==> config.mk <==
export PLATFORM = sky130hd
export DESIGN_NAME = delay_arb
export DESIGN_NICKNAME = d
export VERILOG_FILES = /design/src/rtl/delay_arb.sv
export SDC_FILE = /design/constraint.sdc
export NUM_CORES = 1
export LEC_CHECK = 0
export CAP_MARGIN = 10
export CORE_MARGIN = 3
export CORE_UTILIZATION = 40
export DETAILED_ROUTE_END_ITERATION = 8
export PLACE_DENSITY_LB_ADDON = 0.3
export SLEW_MARGIN = 10
export SYNTH_ARGS = -nofsm -noshare
export SYNTH_HDL_FRONTEND = slang
export SYNTH_SLANG_ARGS = --single-unit
==> constraint.sdc <==
create_clock -name clk -period 3.18 [get_ports clk]
set_input_delay 0.636 -clock clk [delete_from_list [all_inputs] [get_ports clk]]
set_output_delay 0.636 -clock clk [all_outputs]
set_load 0.01 [all_outputs]
==> src/rtl/delay_arb.sv <==
// Two-requester round-robin arbiter for one shared programmable delay engine.
// The winner's delay is latched at grant; ack pulses in DONE once it has elapsed.
module delay_arb #(
    parameter int unsigned W = 4
) (
    input  logic         clk,
    input  logic         rst,
    input  logic         req0,
    input  logic [W-1:0] dly0,
    input  logic         req1,
    input  logic [W-1:0] dly1,
    output logic         gnt0,
    output logic         gnt1,
    output logic         ack0,
    output logic         ack1,
    output logic         busy
);

    typedef enum logic [1:0] {IDLE, COUNT, DONE} state_t;

    state_t       state;
    logic [W-1:0] cnt;
    logic         ptr;   // last requester served
    logic         win;

    // On a tie the requester not served last wins; otherwise the sole requester.
    always_comb begin
        win = 1'b0;
        if (req0 && req1)
            win = ~ptr;
        else
            win = req1;
    end

    always_ff @(posedge clk or posedge rst) begin
        if (rst) begin
            state <= IDLE;
            cnt   <= '0;
            ptr   <= 1'b1;
            gnt0  <= 1'b0;
            gnt1  <= 1'b0;
        end else begin
            case (state)
                IDLE: begin
                    if (req0 || req1) begin
                        state <= COUNT;
                        ptr   <= win;
                        cnt   <= win ? dly1 : dly0;
                        gnt0  <= ~win;
                        gnt1  <= win;
                    end
                end
                COUNT: begin
                    if (cnt == '0)
                        state <= DONE;
                    else
                        cnt <= cnt - W'(1);
                end
                DONE: begin
                    state <= IDLE;
                    gnt0  <= 1'b0;
                    gnt1  <= 1'b0;
                end
                default: begin
                    state <= IDLE;
                    gnt0  <= 1'b0;
                    gnt1  <= 1'b0;
                end
            endcase
        end
    end

    // gnt identifies the owner, so ack is a pure decode of the registered state.
    always_comb begin
        ack0 = (state == DONE) && gnt0;
        ack1 = (state == DONE) && gnt1;
        busy = (state != IDLE);
    end

endmodule

==> results by stage <==
Run status:
- The run finished with clean final reports.

Routing:
- The wire length reported by the detailed router is 1110 um.
- In the final routed layout, each cell accounts on average for roughly 12 um.
- Once detail routing completed, the nets flagged for antenna violations numbered 0.
- For this block, the initial DRC count from the detailed router was 22.
- The total vias in the final route is 496.
- The routed length on met3 is 77 um.
- The detailed router put a total of 494 um of wire on met1.
- The number of detailed-route iterations in the first pass is 4.
- The routed design uses between 500 and 600 um of met2 wire.
- The detailed-route vias per instance is between 5 and 6.
- The topmost layer with routed signal wires is met4.
- For this run, design rule violations remaining after detail routing come to 0.

Global routing:
- The first global-routing pass estimated around 2000 um of wire.
- In the global route stage, overall resource usage came out at around 14%.
- The number of antenna violations at the first check in global routing is 0.
- Entering global routing, the biggest net connects 10 pins.
- The total global routing overflow is 0.
- The via count of the first global-routing pass is 443.

Clock network:
- Buffers inserted during clock tree synthesis total 3.
- Clock latency on the worst-skew pair, taken at its later pin, is 0.26 ns.
- TritonCTS built the clock tree.
- After clock tree synthesis, the flow added hold-fix buffers numbering 0.
- After clock tree synthesis, the repair step resized 0 gates.
- The tree is rooted in a sky130_fd_sc_hd__clkbuf_4.
- The clock transition time at the flip-flop clock pins of the worst setup and hold paths is 0.06 ns.
- The clock passes through at most 2 buffers.
- The post-CTS setup repair buffer count is 0.
- The clock net in this run drives a total of 9 sinks.
- The H-tree depth is 1.

Layout:
- The final cell count without fillers is 91.
- Once layout is done, the placed cells without fillers occupy about 740 sq um.
- The fraction of layout cells with a size suffix above 1 is between 10% and 20%.
- Registers take 226 sq um.
- The area of the multi-input gates is 278 sq um.
- The number of antenna diodes in the final layout is 0.
- The layout has 112 filler cells.
- The layout overhead on the synthesized area is 35.5%.
- At the end of the flow, the number of nets in the layout was 91.

Timing:
- Setup repair after global routing left no endpoint under its margin.
- The count of endpoints failing hold in the final timing report is 0.
- The total negative setup slack is 0 ns.
- The shortest clock period the worst path allows after layout is 2.13 ns.
- The number of max-slew violations in the final report is 0.
- The worst slack on hold paths is 0.501 ns.
- Setup violations remaining at the end of the flow were counted as 0.
- The peak clock frequency supported by timing is approximately 470 MHz.
- The pin slew with the least headroom to its limit is 0.482 ns.
- The max-slew headroom at the worst pin is around two thirds.
- The final critical-path share of the clock period is 66.9%.
- The final worst clock skew is 0.000587 ns.

Setup path:
- The worst stage delay on the critical path is 0.53 ns.
- For the worst setup path, the data required time is 2.54 ns.
- The startpoint type of the worst setup path is a register.
- The destination of the worst register-to-register timing path is cnt[3].
- STA puts the critical path data arrival time at 1.49 ns.
- The number of cell instances on the worst register-to-register path is 7.
- In this run the worst path has a maximum fanout of 8.
- By startpoint and endpoint, the worst setup path is classified as register to output port.
- The cell with the largest stage delay on the worst path is sky130_fd_sc_hd__clkdlybuf4s50_1.
- The signal on the critical path passes through inv_1 > and3_1 > clkdlybuf4s50_1.
- The buffering stage count on the worst path with inverters included is 2.
- The worst register-to-register path begins at cnt[0].
- The family with the most delay on the worst path is buffers and inverters.
- Setup slack on the worst reg-to-reg path comes out at 1.35 ns.
- STA classifies the critical path endpoint as an output port.

Floorplan:
- The die footprint is 1850 sq um.
- Pin placement for this block handled 17 I/O pins.
- The initialized floorplan defines 12 standard-cell rows.
- The core region is approximately 1200 sq um.
- The floorplan step set the die width to 43.0 um.
- For this configuration, the core starts out at a cell density of a little under half.
- In this run the vertical extent of the chip is 43.0 um.

Power:
- The analysis attributes to cell leakage a power of about 0.34 nW.
- VDD sags by at most 0.000458 V.
- The total power density per cell area is 910 nW/um^2.
- The sum of internal, switching and leakage power is around 0.67 mW.

Yosys:
- Yosys attributes the largest share of cell area to sky130_fd_sc_hd__dfrtp_1 (37%), sky130_fd_sc_hd__a21oi_1 (5.5%), sky130_fd_sc_hd__mux2i_1 (5.5%).
- Summing the areas of all compound-gate instances in the mapped netlist gives 22.7% of the synthesized area.
- After synthesis the cells add up to 547 sq um.
- The cell type with the highest aggregate area in the netlist is sky130_fd_sc_hd__dfrtp_1.
- After synthesis, the largest family of logic cells by area is compound AO/OA/AOI/OAI gates.
- The average footprint of a synthesized cell is 9.43 sq um.
- Measured against the total synthesized area, the mux share comes to under 10%.
- Yosys printed 0 warnings.
- The distinct cell type count of the synthesized netlist is 26.
- When the netlist entered floorplanning its net count stood at slightly above 70.
- The gate count after technology mapping is 58.
- The top cell type's share of synthesized area is 36.6%.
- After synthesis, the share of flip-flops with an asynchronous set or reset is 100%.
- The simple-gate share of the synthesized area is approximately a fifth.
- The most common cell in the synthesized netlist is sky130_fd_sc_hd__dfrtp_1.
- Summing the areas of all fa, ha and maj instances in the mapped netlist gives 2.29% of the synthesized area.
- The flip-flop cell with the highest count after synthesis is sky130_fd_sc_hd__dfrtp_1.
- After synthesis the netlist holds a flip-flop and latch count of 9.
- The commonest cells after synthesis are sky130_fd_sc_hd__dfrtp_1 (8), sky130_fd_sc_hd__a21oi_1 (6), sky130_fd_sc_hd__inv_1 (6), sky130_fd_sc_hd__nor2_1 (6), sky130_fd_sc_hd__nand2b_1 (4).
- The count of flip-flops with a built-in enable after synthesis is 0.
- The xor/xnor cell area share of the yosys netlist is 0%.
- The sequential cell area fraction in the yosys report is 41.4%.

Place:
- The number of placed instances, taps included is 87.
- After legalization and detailed placement, the total HPWL measured 880 um.
- The count of input and output buffers is 16.
- The placed cell area is 713 sq um.
- Routability-driven placement finished with a final weighted congestion of 0.823.

Min path:
- The path class of the tightest hold or removal check is register to register.
- Along the worst hold path, the cell count comes to 1.
- For hold timing, the worst endpoint is state[1].
- The startpoint of the lowest-slack hold path is cnt[3].

Run:
- Across the run, the number of max-cap violations was 0.
sequential cells by signal, summed over array words and instances, names as in the netlist:
signal	flops
gnt0	1
cnt	4
gnt1	1
state	2
ptr	1
layer usage:
metal	up-vias	global-route usage (%)
met5	-	0
met4	0	5.42
met2	15	21.6
met3	2	3.81
met1	233	19.1
li1	246	-
logic make-up (layout without fill, tap and decap cells):
family,count (synthesis),after routing
AO/OA/AOI/OAI,17,17
adder cells (fa/ha/maj),1,1
buffers and inverters,8,27
flip-flops,9,9
multiplexers,3,3
AND/OR/NAND/NOR,20,20
cells in the final DEF, fill, tap and decap left out, types with 3 or more instances in the layout:
cell type	count
sky130_fd_sc_hd__clkdlybuf4s50_1	16
sky130_fd_sc_hd__dfrtp_1	8
sky130_fd_sc_hd__nor2_1	6
sky130_fd_sc_hd__a21oi_1	6
sky130_fd_sc_hd__inv_1	6
sky130_fd_sc_hd__nand2b_1	4
sky130_fd_sc_hd__mux2i_1	3
sky130_fd_sc_hd__clkbuf_4	3
cell type report:
class | count | area share (%)
Multi-Input combinational cell | 41 | 37.5
Sequential cell | 9 | 30.6
Timing Repair Buffer | 16 | 21.6
Inverter | 7 | 4.22
Clock buffer | 3 | 3.04
Tap cell | 14 | 2.36
Clock inverter | 1 | 0.676
report_power, final:
part,switching [mW],internal [mW],total (mW),leakage (nW)
combinational,0.164,0.184,0.348,0.218
sequential,0.0620,0.176,0.238,0.103
clock,0.0413,0.0464,0.0877,0.0177
total,0.267,0.407,0.674,0.338
metrics by stage:
| stage | setup WS [ns] | utilization (%) |
|---|---|---|
| after global placement | 0.895 | 60.1 |
| final | 1.05 | 62.4 |
| after floorplan | 1.50 | - |
| after detailed placement | 0.840 | 60.1 |
| after CTS | 1.04 | 62.4 |
| after global routing | 0.944 | 62.4 |
how the worst max path moves through the flow:
stage / cells after the start / start / slack, ns / endpoint
2_1_floorplan: 6 / cnt[0] / 1.50 / cnt[1]
3_3_place_gp: 5 / req1 / 0.89 / cnt[3]
3_5_place_dp: 5 / req1 / 0.84 / cnt[3]
4_1_cts: 3 / state[0] / 1.04 / ack1
5_1_grt: 3 / state[0] / 0.94 / ack1
6_report: 3 / state[0] / 1.05 / ack1
Note: power is estimated with default switching activity, not from simulation.
